[config.mk]
export PLATFORM = sky130hd
export DESIGN_NAME = spi_slave_gen2
export DESIGN_NICKNAME = d
export VERILOG_FILES = /design/src/rtl/spi_slave_gen2.sv
export SDC_FILE = /design/constraint.sdc
export NUM_CORES = 1
export LEC_CHECK = 0
export BUFFER_PORTS_ARGS = -buffer_cell sky130_fd_sc_hd__buf_2
export CORE_MARGIN = 2
export CORE_UTILIZATION = 60
export DETAILED_ROUTE_END_ITERATION = 8
export GPL_TIMING_DRIVEN = 0
export PLACE_DENSITY = 0.82
export REMOVE_ABC_BUFFERS = 1
export SYNTH_ARGS = -nofsm -noshare
export SYNTH_HDL_FRONTEND = slang
export SYNTH_SLANG_ARGS = --single-unit
[constraint.sdc]
create_clock -name clk -period 2.5 [get_ports clk]
set_input_delay 0 -clock clk [delete_from_list [all_inputs] [get_ports clk]]
set_output_delay 0 -clock clk [all_outputs]
set_load 0.005 [all_outputs]
[src/rtl/spi_slave_gen2.sv]
// SPI slave in the clk domain: sclk/cs/mosi are synchronised and sclk edges are
// detected locally. One-entry tx buffer; continuous multi-word frames.
module spi_slave_gen2 #(
    parameter int                DATA_W      = 8,
    parameter int                CPOL        = 0,
    parameter int                CPHA        = 1,
    parameter int                MSB_FIRST   = 1,
    parameter logic [DATA_W-1:0] IDLE_WORD   = DATA_W'(8'hAA),
    parameter int                SYNC_STAGES = 2
) (
    input  logic              clk,
    input  logic              rst_n,
    input  logic              sclk,
    input  logic              cs,
    input  logic              mosi,
    output logic              miso,
    input  logic [DATA_W-1:0] tx_data,
    input  logic              tx_valid,
    output logic              tx_ready,
    output logic [DATA_W-1:0] rx_data,
    output logic              rx_valid,
    output logic              frame_err,
    output logic              busy
);
    localparam int   CW  = (DATA_W > 2) ? $clog2(DATA_W) : 1;
    localparam logic POL = 1'(CPOL);

    typedef enum logic {IDLE, ACTIVE} state_t;

    logic [SYNC_STAGES-1:0] sclk_sync, cs_sync, mosi_sync;
    logic                   sclk_d, cs_d;
    logic [SYNC_STAGES:0]   settle_pipe;
    logic                   armed;

    state_t            state;
    logic [CW-1:0]     bit_cnt;
    logic [DATA_W-1:0] rx_sh, tx_sh, tx_buf;
    logic              buf_full, rcvd;

    logic              sclk_s, cs_s, mosi_s;
    logic              lead_edge, trail_edge, sample_edge, shift_edge;
    logic              cs_fall, in_frame, word_done;
    logic [DATA_W-1:0] rx_next, load_word;

    function automatic logic head(input logic [DATA_W-1:0] w);
        return (MSB_FIRST != 0) ? w[DATA_W-1] : w[0];
    endfunction

    function automatic logic [DATA_W-1:0] tail(input logic [DATA_W-1:0] w);
        return (MSB_FIRST != 0) ? (w << 1) : (w >> 1);
    endfunction

    assign sclk_s = sclk_sync[SYNC_STAGES-1];
    assign cs_s   = cs_sync[SYNC_STAGES-1];
    assign mosi_s = mosi_sync[SYNC_STAGES-1];

    assign lead_edge   = (sclk_d == POL) && (sclk_s != POL);
    assign trail_edge  = (sclk_d != POL) && (sclk_s == POL);
    assign sample_edge = (CPHA != 0) ? trail_edge : lead_edge;
    assign shift_edge  = (CPHA != 0) ? lead_edge  : trail_edge;

    // A frame only starts on a cs fall seen after cs was observed high since reset
    assign cs_fall   = armed && cs_d && !cs_s && (state == IDLE);
    assign in_frame  = (state == ACTIVE) && !cs_s;
    assign rx_next   = (MSB_FIRST != 0) ? {rx_sh[DATA_W-2:0], mosi_s}
                                        : {mosi_s, rx_sh[DATA_W-1:1]};
    assign word_done = in_frame && sample_edge && (bit_cnt == CW'(DATA_W-1));

    // On a word boundary the just-completed word is the echo source
    assign load_word = buf_full  ? tx_buf  :
                       word_done ? rx_next :
                       rcvd      ? rx_data : IDLE_WORD;

    assign tx_ready = ~buf_full;
    assign busy     = (state == ACTIVE);

    always_ff @(posedge clk or negedge rst_n) begin
        if (!rst_n) begin
            sclk_sync   <= {SYNC_STAGES{POL}};
            cs_sync     <= '1;
            mosi_sync   <= '0;
            sclk_d      <= POL;
            cs_d        <= 1'b1;
            settle_pipe <= '0;
            armed       <= 1'b0;
        end else begin
            sclk_sync   <= {sclk_sync[SYNC_STAGES-2:0], sclk};
            cs_sync     <= {cs_sync[SYNC_STAGES-2:0], cs};
            mosi_sync   <= {mosi_sync[SYNC_STAGES-2:0], mosi};
            sclk_d      <= sclk_s;
            cs_d        <= cs_s;
            settle_pipe <= {settle_pipe[SYNC_STAGES-1:0], 1'b1};
            if (settle_pipe[SYNC_STAGES] && cs_s)
                armed <= 1'b1;
        end
    end

    always_ff @(posedge clk or negedge rst_n) begin
        if (!rst_n) begin
            state     <= IDLE;
            miso      <= 1'b0;
            bit_cnt   <= '0;
            rx_sh     <= '0;
            tx_sh     <= '0;
            tx_buf    <= '0;
            buf_full  <= 1'b0;
            rcvd      <= 1'b0;
            rx_data   <= '0;
            rx_valid  <= 1'b0;
            frame_err <= 1'b0;
        end else begin
            rx_valid  <= 1'b0;
            frame_err <= 1'b0;
            if (tx_valid && !buf_full) begin
                tx_buf   <= tx_data;
                buf_full <= 1'b1;
            end
            case (state)
                IDLE: begin
                    miso    <= 1'b0;
                    bit_cnt <= '0;
                    if (cs_fall) begin
                        state <= ACTIVE;
                        if (buf_full)
                            buf_full <= 1'b0;
                        if (CPHA == 0) begin
                            miso  <= head(load_word);
                            tx_sh <= tail(load_word);
                        end else begin
                            tx_sh <= load_word;
                        end
                    end
                end
                ACTIVE: begin
                    if (cs_s) begin
                        state   <= IDLE;
                        miso    <= 1'b0;
                        bit_cnt <= '0;
                        if (bit_cnt != '0)
                            frame_err <= 1'b1;
                    end else begin
                        if (shift_edge) begin
                            miso  <= head(tx_sh);
                            tx_sh <= tail(tx_sh);
                        end
                        if (sample_edge) begin
                            rx_sh <= rx_next;
                            if (word_done) begin
                                bit_cnt  <= '0;
                                rx_data  <= rx_next;
                                rx_valid <= 1'b1;
                                rcvd     <= 1'b1;
                                tx_sh    <= load_word;
                                if (buf_full)
                                    buf_full <= 1'b0;
                            end else begin
                                bit_cnt <= bit_cnt + CW'(1);
                            end
                        end
                    end
                end
                default: state <= IDLE;
            endcase
        end
    end
endmodule

==> impl_metrics.ini <==
[worst_setup_path]
cp-start-kind = flop
cp.arrival_ns = 2.38
timing.rr.start = busy
crit_required_ns = 2.75
worstSetupPathType = reg2reg
end_kind = flop
path_max_fanout = 16
r2r_cells = 4
worstReg2RegEnd = rx_data[1]
r2r_slack_ns = 0.37

[logic_synthesis]
ys.flop_type = dfrtp_1
synth_seq_area_share = 0.622
synth-edff-count = 0
async_flop_share = 1.00
synth-seq-cells = 52
synth_top_area_share = 0.584
synth_area_leaders = dfrtp_1 (58%), mux2_2 (12%), dfstp_2 (3.8%), a32oi_1 (2.5%), o22ai_1 (2.4%)
yosysTopAreaCell = dfrtp_1
post_synth_inst_count = 156
synth.avg_cell_area_um2 = 13.5
ys_types = 34
yosysMostFrequentCell = dfrtp_1
synth_area_mm2 = 0.00210
yosysWarnings = 0
synth_common_cells = dfrtp_1 (49), mux2_2 (22), o22ai_1 (8)

[layout]
fin_area_mm2 = 0.00242
fin_cells = 242
fin_util = 0.724
final_nets = 212
drive_gt1_frac = 0.316
area_delta_synth_final_pct = 15.2
n_antenna_cell = 0

[detailed_routing]
drtIter0Drc = 62
vias = 1418
via_per_inst = 5.86
dr.pass1.iters = 4
drc_errors = 0
routed_wl_mm = 3.95
ant_nets = 0
wl_per_cell_um = 16.3
wl_met3_um = 141
topRoutingLayerUsed = met4
wl_met1_mm = 1.75
met2_length_mm = 1.93

[power_and_ir_drop]
power.total_mw = 1.79
vdd_ir_drop_max_mv = 0.527
p_leak_nw = 1.13
p_per_area_mw_per_mm2 = 742

[grt]
grt_pass1_wl_mm = 6.91
track_usage = 0.229
grt.overflow.total = 0
antenna_found_initial = 0
first_global_vias = 1462
grt_max_degree = 53

[timing]
timing.hold.ws_ns = 0.259
worst_slack_ns = 0.374
max_freq_mhz = 470
period_share = 0.850
finalClockSkew_ns = 0.00995
slew_headroom = 0.286
setup_viol = 0
worstMarginPinSlew_ns = 1.07
fin_crit_ns = 2.13
setup_tns_ns = 0
grt_setup_unrepaired = false
hold_viol_final = 0
slew_viol_final = 0

[worst_hold_path]
whs_endpoint = buf_full
hp-start = tx_valid
worst_hold_path_type = in2reg
hold_depth = 3

[placement]
hpwlAfterDp_mm = 2.70
port_buffers = 26
placed_area_mm2 = 0.00225
dp_worst_setup_slack_ns = 0.428
dp.cells = 222
gp_congestion = 0.867

[die]
die_h_um = 63.1
io_pins = 27
core_mm2 = 0.00334
dieArea_mm2 = 0.00399
initial_core_util = 0.629
rows = 21
die_w_um = 63.1

[clocking]
clk_latency_ns = 0.36
post_cts_resized = 0
cts_num_sinks = 52
cts_made_buffers = 5
clockRootBuffer = clkbuf_4
clk_pin_slew_ns = 0.13
cts_max_level = 2
ctsHoldBuffers = 12
postCtsSetupRepairBufs = 0
cts_tree = yes
ctsLongestPathBuffers = 2

[run_status]
status = completed

[flow_run]
cap_violations = 0
-- cell usage in the layout, fill, tap and decap left out, drive strengths merged, types with 2 or more instances in the layout --
cell type | Yosys | final
a21o | 2 | 2
a21oi | 5 | 5
a311oi | 2 | 2
a31oi | 6 | 6
a32oi | 6 | 6
buf | 3 | 26
clkbuf | 3 | 7
dfrtp | 49 | 49
dfstp | 3 | 3
dlygate4sd3 | 0 | 12
ha | 3 | 3
inv | 7 | 7
mux2 | 22 | 22
mux2i | 2 | 2
nand2 | 5 | 5
nand2b | 3 | 3
nand3 | 4 | 4
nor2 | 5 | 5
nor2b | 2 | 2
o21ai | 5 | 5
o22ai | 8 | 8
-- cell type report --
class | instances | area, um^2
clock buffer | 7 | 45.0
clock inverter | 1 | 5.00
fill | 236 | 920
inverter | 7 | 26.3
multi-input combinational | 91 | 728
sequential | 52 | 1310
tap | 46 | 57.6
timing repair buffer | 38 | 250
-- logic make-up after synthesis --
group           Yosys count  share of synthesized area
flops                    52                      0.622
compound gates           38                      0.126
simple gates             25                     0.0734
mux                      24                      0.128
buf+inv                  13                     0.0310
fa+ha+maj                 3                     0.0179
other cells               1                    0.00179
-- report_power, final --
part           internal (mW)  switching [mW]
sequential             0.996           0.121
clock                  0.110           0.237
combinational          0.181           0.148
total                   1.29           0.506
-- worst max-delay path, stage by stage (launching register included) --
cell	delay, ns
dfrtp_1	0.51
and4bb_1	0.67
nand2_1	0.24
inv_2	0.25
mux2_2	0.36
-- routing by layer --
layer | vias up | track usage
met2 | 41 | 0.366
li1 | 650 | -
met1 | 712 | 0.297
met4 | 0 | 0.108
met5 | - | 0
met3 | 15 | 0.0571
-- worst max-delay path by stage --
| stage | from | end | slack [ns] | cells after the start |
|---|---|---|---|---|
| detailed placement | busy | rx_data[5] | 0.43 | 4 |
| floorplan | busy | rx_data[1] | 0.73 | 4 |
| CTS | busy | rx_data[6] | 0.39 | 4 |
| finish | busy | rx_data[1] | 0.37 | 4 |
| global route | cs_sync[1] | tx_sh[1] | 0.25 | 4 |
| global placement | busy | rx_data[4] | 0.44 | 4 |
-- registers in the layout, indices dropped and copies added (netlist names) --
signal	cells
rx_sh	7
buf_full	1
mosi_sync	2
rcvd	1
frame_err	1
rx_data	8
bit_cnt	3
sclk_sync	2
busy	1
rx_valid	1
cs_sync	2
tx_buf	8
tx_sh	8
sclk_d	1
miso	1
settle_pipe	3
cs_d	1
armed	1
Note: power is estimated with default switching activity, not from simulation.
